===== config.mk =====
export PLATFORM = sky130hd
export DESIGN_NAME = lpc_frame_loader
export DESIGN_NICKNAME = d
export VERILOG_FILES = /design/src/rtl/lpc_frame_loader.sv
export SDC_FILE = /design/constraint.sdc
export NUM_CORES = 1
export LEC_CHECK = 0
export BUFFER_PORTS_ARGS = -buffer_cell sky130_fd_sc_hd__buf_2
export CORE_ASPECT_RATIO = 1.25
export CORE_MARGIN = 3
export CORE_UTILIZATION = 35
export CTS_BUF_LIST = sky130_fd_sc_hd__clkbuf_16
export DETAILED_ROUTE_END_ITERATION = 6
export PLACE_DENSITY = 0.64
export SYNTH_ARGS = -nofsm -noshare
export SYNTH_HDL_FRONTEND = slang
export SYNTH_SLANG_ARGS = --single-unit

===== constraint.sdc =====
create_clock -name clk -period 29 [get_ports clk]
set_clock_uncertainty 0.05 [all_clocks]
set_input_delay 5.8 -clock clk [delete_from_list [all_inputs] [get_ports clk]]
set_output_delay 5.8 -clock clk [all_outputs]
set_load 0.01 [all_outputs]

===== src/rtl/lpc_frame_loader.sv =====
`default_nettype none
// ============================================================================
// lpc_frame_loader : assembles 14-word LPC frames into a shadow buffer and
//                    swaps them into the active decoder registers on frame
//                    boundaries counted in sample strobes.
// Revision: 1.0
// ============================================================================
module lpc_frame_loader #(
  parameter int NCOEF  = 11,
  parameter int NWORDS = 3 + NCOEF
) (
  input  logic                clk,
  input  logic                rst,
  input  logic                v,
  input  logic                in_valid,
  output logic                in_ready,
  input  logic                in_sof,
  input  logic [15:0]         in_data,
  output logic                voiced,
  output logic [15:0]         pulserate,
  output logic [15:0]         lpcrate,
  output logic [16*NCOEF-1:0] coef,
  output logic                act_valid,
  output logic                frame_start,
  output logic                underrun,
  output logic                frame_err
);

  localparam int            IW         = $clog2(NWORDS);
  localparam logic [IW-1:0] LAST_IDX   = IW'(NWORDS - 1);
  localparam logic [0:0]    ST_LOADING = 1'b0;
  localparam logic [0:0]    ST_PENDING = 1'b1;

  logic [0:0]         state_q, state_d;
  logic               in_ready_q, in_ready_d;
  logic [IW-1:0]      idx_q, idx_d;
  logic [15:0]        cnt_q, cnt_d;
  logic               sh_voiced_q;
  logic [15:0]        sh_word_q [1:NWORDS-1];
  logic               voiced_q;
  logic [15:0]        pulserate_q, lpcrate_q;
  logic [16*NCOEF-1:0] coef_q;
  logic               act_valid_q, frame_start_q, underrun_q, frame_err_q;

  logic               w_accept, w_resync, w_last, w_pending;
  logic               w_boundary, w_swap, w_underrun;
  logic [IW-1:0]      w_widx;
  logic [15:0]        w_lr_m1;

  always_comb begin
    w_accept   = in_valid && in_ready_q;
    w_resync   = w_accept && in_sof && (idx_q != '0);
    w_widx     = w_resync ? '0 : idx_q;
    w_last     = w_accept && (w_widx == LAST_IDX);
    // lpcrate of 0 or 1 makes every strobe a boundary
    w_lr_m1    = (lpcrate_q == 16'd0) ? 16'd0 : lpcrate_q - 16'd1;
    w_boundary = v && (cnt_q >= w_lr_m1);
    w_pending  = (state_q == ST_PENDING);
    w_swap     = w_pending && (!act_valid_q || w_boundary);
    w_underrun = act_valid_q && w_boundary && !w_pending;
  end

  // Load state machine: register
  always_ff @(posedge clk or posedge rst) begin
    if (rst) begin
      state_q    <= ST_LOADING;
      in_ready_q <= 1'b0;
    end else begin
      state_q    <= state_d;
      in_ready_q <= in_ready_d;
    end
  end

  // Load state machine: next state
  always_comb begin
    state_d = state_q;
    case (state_q)
      ST_LOADING: if (w_last) state_d = ST_PENDING;
      ST_PENDING: if (w_swap) state_d = ST_LOADING;
      default:    state_d = ST_LOADING;
    endcase
  end

  // Load state machine: outputs
  always_comb begin
    in_ready_d = (state_d == ST_LOADING);
    idx_d      = idx_q;
    if (w_accept) idx_d = w_last ? '0 : w_widx + IW'(1);
    cnt_d = cnt_q;
    if (w_swap && !act_valid_q) cnt_d = 16'd0;
    else if (w_boundary)        cnt_d = 16'd0;
    else if (v)                 cnt_d = cnt_q + 16'd1;
  end

  always_ff @(posedge clk or posedge rst) begin
    if (rst) begin
      idx_q         <= '0;
      cnt_q         <= '0;
      sh_voiced_q   <= 1'b0;
      for (int i = 1; i < NWORDS; i++) sh_word_q[i] <= '0;
      voiced_q      <= 1'b0;
      pulserate_q   <= '0;
      lpcrate_q     <= '0;
      coef_q        <= '0;
      act_valid_q   <= 1'b0;
      frame_start_q <= 1'b0;
      underrun_q    <= 1'b0;
      frame_err_q   <= 1'b0;
    end else begin
      idx_q         <= idx_d;
      cnt_q         <= cnt_d;
      frame_start_q <= w_swap;
      underrun_q    <= w_underrun;
      frame_err_q   <= w_resync;
      if (w_accept) begin
        if (w_widx == '0) sh_voiced_q       <= in_data[0];
        else              sh_word_q[w_widx] <= in_data;
      end
      if (w_swap) begin
        act_valid_q <= 1'b1;
        voiced_q    <= sh_voiced_q;
        pulserate_q <= sh_word_q[1];
        lpcrate_q   <= sh_word_q[2];
        for (int k = 0; k < NCOEF; k++) coef_q[16*k +: 16] <= sh_word_q[3+k];
      end
    end
  end

  assign in_ready    = in_ready_q;
  assign voiced      = voiced_q;
  assign pulserate   = pulserate_q;
  assign lpcrate     = lpcrate_q;
  assign coef        = coef_q;
  assign act_valid   = act_valid_q;
  assign frame_start = frame_start_q;
  assign underrun    = underrun_q;
  assign frame_err   = frame_err_q;

endmodule
`default_nettype wire


* Word level (Yosys, flattened, before mapping)
Index checks and enable logic that the tools add are counted.
Operators by class: $add $sub $neg 3, magnitude comparators 3, equal/unequal tests 1, multiplexer cells 12, bitwise gates (word level) 4, reduce and logical (&&, ||, !) cells 19
Operators by type and width (number):
- bitwise mux 208 bit | 1
- two-way mux 16 bit | 5
- demux 16 bit (select 4 bit) | 1
- adder 16 x 1 -> 16 bit, second input constant | 1
- greater-or-equal comparator 16 bit | 1
- logical NOT 16 bit | 1
- subtractor 16 x 1 -> 16 bit, second input constant | 1
- logical AND 1 bit | 10
- two-way mux 4 bit | 2
- greater-or-equal comparator 5 bit, second input constant | 1
- < comparator 5 x 1 -> 1 bit, second input constant | 1
- inverter 4 -> 5 bit | 1
- adder 4 x 1 -> 4 bit, second input constant | 1
- == test 4 bit, second input constant | 1
- logical NOT 4 bit | 1
- AND reduction 2 bit | 2
- nonzero test 4 bit | 1
- inverter 1 bit | 3
- nonzero test 3 bit | 1
- logical NOT 1 bit | 2
- two-way mux 1 bit | 2
- case mux 1 bit (2 select lines) | 1
- logical OR 1 bit | 1
Storage, ports and cells: bits in registers 444, input port bits 21, logic and storage cells 68

* Longest topological paths before layout
depth after elaboration 10, depth in mapped cells 17

* Worst setup path after synthesis
Ideal clock, no wire load.
path type in2reg, start in in_sof, end reg sh_word_q[64] in the netlist's numbering, setup time 0.125 ns, arrival 7.586 ns, path slack 21.239 ns, cell stages on the path 8, buffers on the path 3, path through clkbuf_1 -> nand2_1 -> and2_1 -> ha_1 -> clkbuf_1 -> nand2_1 -> clkbuf_1 -> mux2_2
Between the ends: longest elaborated chain between the ends 9
RTL lines:
- start: declaration | line 17 | input logic in_sof,
- logical AND 1 bit (*) (2 in a row) | line 52 | w_resync = w_accept && in_sof && (idx_q != '0);
- two-way mux 4 bit (*) | line 53 | w_widx = w_resync ? '0 : idx_q;
- inverter 4 -> 5 bit (not written as such) | line 117 | else sh_word_q[w_widx] <= in_data;
- greater-or-equal comparator 5 bit (not written as such) or < comparator 5 x 1 -> 1 bit (tied branches) | line 117
- logical AND 1 bit (not written as such) | line 117
- two-way mux 16 bit (not written as such) | line 117
- demux 16 bit (select 4 bit) | line 117
- bitwise mux 208 bit | line 117
- end signal: indexed assignment | line 117
- end: declaration | line 39 | logic [15:0] sh_word_q [1:NWORDS-1];
Mark *: on every way between the ends. The rest lies on a longest branch, timed or not. A chain may end at the register's enable or synchronous reset.

* Worst setup path in the final report
start in v, end reg pulserate_q[6] (netlist: pulserate[6])
Between the ends: longest elaborated chain between the ends 3
RTL lines:
- start: declaration | line 14 | input logic v,
- logical AND 1 bit | line 57 | w_boundary = v && (cnt_q >= w_lr_m1);
- logical OR 1 bit | line 59 | w_swap = w_pending && (!act_valid_q || w_boundary);
- logical AND 1 bit | line 59
- end signal: assignment | line 122 | pulserate_q <= sh_word_q[1];
- end: declaration | line 41 | logic [15:0] pulserate_q, lpcrate_q;
Every way passes these cells.

==> metrics.cfg <==
[power_and_ir_drop]
power.static_leakage_nw = 11.2
vdd.ir_drop.worst_mv = 0.0477
power.density_nw_per_um2 = 82.1

[place]
detailed_place_hpwl_um = 27700
dpl.cell_count = 1978
place_congestion = 0.796
dpl_cell_area_um2 = 19300
port_buffers = 234
post-place-ws_ps = 19840

[logic_synthesis]
synth_warnings = 0
synth.yosys.seq_area_share_pct = 63.2
synth_top_area_share_pct = 63.2
syn_area_um2 = 17600
async_flop_share_pct = 100
synthesis.nets = 1196
synth_edf_count = 0
synth.largest_area_cell = dfrtp_1
synthTopCellsByArea = dfrtp_1 63%, mux2_2 22%, mux2_1 4.4%
synthDistinctLibCells = 48
synth_flop_cell = dfrtp_1
synth.avg_cell_area_um2 = 15.3
number_of_cells_produced_by_synthesis = 1152
synth.ff_latch_count = 444

[grt]
number_of_global_route_vias_before_repair = 10573
grt_pass1_wl_um = 65800
groute.usage.overall_pct = 16.5
grt.overflow.total = 0
grt_max_degree = 167
number_of_antenna_violations_at_the_first_check_in_global_routing = 4

[worst_setup_path]
critical_path.endpoint_type = flop
crit_path_start_kind = input port
crit_slowest_cell = buf_4
timing.reg2reg.setup_slack_ps = 23320
startpoint = v
path_delay_family = buffers and inverters
path_class = in2reg
critical_path.max_fanout = 69
cp_cell_sequence = buf_2 > inv_1 > a21boi_0 > nand2_8 > inv_4 > buf_4 > mux2_2
arrival_ps = 8980
worstPathBufferInverterCount = 4
worst_r2r_startpoint = lpcrate[2]
critical_path.max_stage_delay_ps = 820
worst_ep_required_time_ps = 29390

[run_status]
status = complete, no violations

[finish]
areaGrowthSynthToFinish_pct = 18.7
final_layout_size_suffix_gt1_share_pct = 47.1
layout.cell_area.non_filler_um2 = 20900
design.final.nets = 1420
most_common_cell_after_layout_fill_and_taps_aside = dfrtp_1
filler_cell_count = 4550
finish.cell_count_without_fillers = 2062
layout_common_cells = 444 x dfrtp_1, 349 x mux2_2, 234 x buf_2

[timing]
max-slew-margin-rel_pct = 23.8
finalCritPeriodShare_pct = 29.6
rsz0062_at_grt = false
fmax_mhz = 116
final-setup-viol-count = 0
final.setup.worst_slack_ps = 20410
finalSetupTns_ps = 0
timing_max_transition_violations_final = 0
hold_viol = 0
whs_ps = 431
worstMarginPinSlew_ps = 1140
post_route_minimum_period_ps = 8590

[clock_network]
cts_sinks = 444
cts_buffers = 47
tritoncts = built
cts-htree-levels = 2
post_cts_buffers = 0
clockRootBuffer = clkbuf_16
post_cts_hold_buffer_count = 0
clk_transition_reported_paths_ps = 60
cts.path.max_buffers = 3
worstSkewPairLatency_ps = 570
ctsResizeCount = 0

[drt]
drc = 0
dr_total_vias = 10041
vias_per_cell = 4.87
antenna_violating_nets_post_route = 0
detailedRoute.firstIterationViolations = 436
wl_per_cell_um = 21.1
drt_wl_total_um = 43500
drt_first_pass_iters = 4

[floorplanning]
coreArea_um2 = 49500
pin_count = 235
initial_utilization_pct = 35.5
floorplan_die_area_um2 = 53000
placementRows = 91
die-width_um = 206
die_y_um = 257

[hold_path]
holdCritStartpoint = coef[140]
hp-class = reg2reg

[job]
drv_cap = 0

==> cells by family (layout without fill, tap and decap cells) <==
group                      count (synthesis)  count (layout)  share of synthesized area [%]
and+or+nand+nor                          139             139                           3.84
AOI/OAI and AO/OA                         29              29                           1.05
DFF                                      444             444                           63.2
xor gates and xnor gates                  25              25                           1.25
other                                      0               2                              0
muxes                                    419             419                           26.8
buffers and inverters                     73             330                           2.22
adders and majority gates                 23              23                           1.64
==> per-layer routing <==
layer	track usage [%]	wire [µm]	vias to the layer above	share of wire, %
li1	-	-	4472	-
met1	20.5	17900	5296	41
met2	28.0	21900	206	50
met3	4.23	2590	65	6.0
met4	5.02	1120	2	2.6
met5	0	13	-	0.030
==> cell type report <==
type | instances | area [µm²] | area share [%]
Sequential cell | 444 | 11100 | 53.2
Multi-Input combinational cell | 635 | 6100 | 29.2
Timing Repair Buffer | 239 | 1220 | 5.85
Clock buffer | 47 | 1180 | 5.63
Tap cell | 651 | 815 | 3.90
Clock inverter | 35 | 407 | 1.95
Inverter | 9 | 43.8 | 0.210
Antenna cell | 2 | 5.00 | 0.0240
==> where the power goes <==
part	switching, mW	total, mW	internal, mW
combinational	0.143	0.289	0.146
sequential	0.0655	0.803	0.737
clock	0.247	0.621	0.374
==> registers in the layout, summed over array words and instances, names as in the netlist <==
signal       flops
act_valid        1
cnt_q           16
coef           176
frame_err        1
frame_start      1
idx_q            4
in_ready         1
lpcrate         16
pulserate       16
sh_voiced_q      1
sh_word_q      208
state_q          1
underrun         1
voiced           1
==> path summary, 6_finish.rpt <==
check,to,cells after the start
min in group asynchronous,coef[96],2
max in group asynchronous,sh_word_q[107],4
setup / recovery,pulserate[6],7
hold reg to reg,coef[140],1
setup reg to reg,pulserate[6],14
hold / removal,coef[140],1
==> Yosys cell counts (2+ instances only) <==
cell type	count
and2_1	8
buf_6	8
nand3_1	7
xnor2_1	4
a31oi_1	2
nor2b_1	4
nand2b_1	2
nor4_1	3
nor3b_1	3
buf_4	8
nand4_1	7
or3_1	2
nand2_1	50
a21o_1	2
buf_2	21
and3_1	5
clkbuf_1	26
dfrtp_1	444
a21oi_1	8
a211oi_1	3
ha_1	23
mux2_1	69
inv_1	8
o21ai_0	6
nor3_1	5
mux2_2	349
xor2_1	21
nor2_1	34
==> worst register-to-register path, delay by kind of cell (launching register included) <==
family | cells | cell delay, ps
AO/OA/AOI/OAI | 2 | 520
adder cells (fa/ha/maj) | 1 | 300
buffers and inverters | 2 | 1380
flip-flops | 1 | 450
multiplexers | 1 | 520
AND/OR/NAND/NOR | 8 | 2330
==> per-stage QoR <==
| stage | power, mW | util (%) |
|---|---|---|
| detailed placement | 1.11 | 38.9 |
| global route | 1.81 | 42.1 |
| CTS | 1.74 | 42.1 |
| finish | 1.71 | 42.1 |
| floorplan | 1.02 | - |
| global placement | 1.09 | 38.9 |
Power figures use the tool's default switching activity.
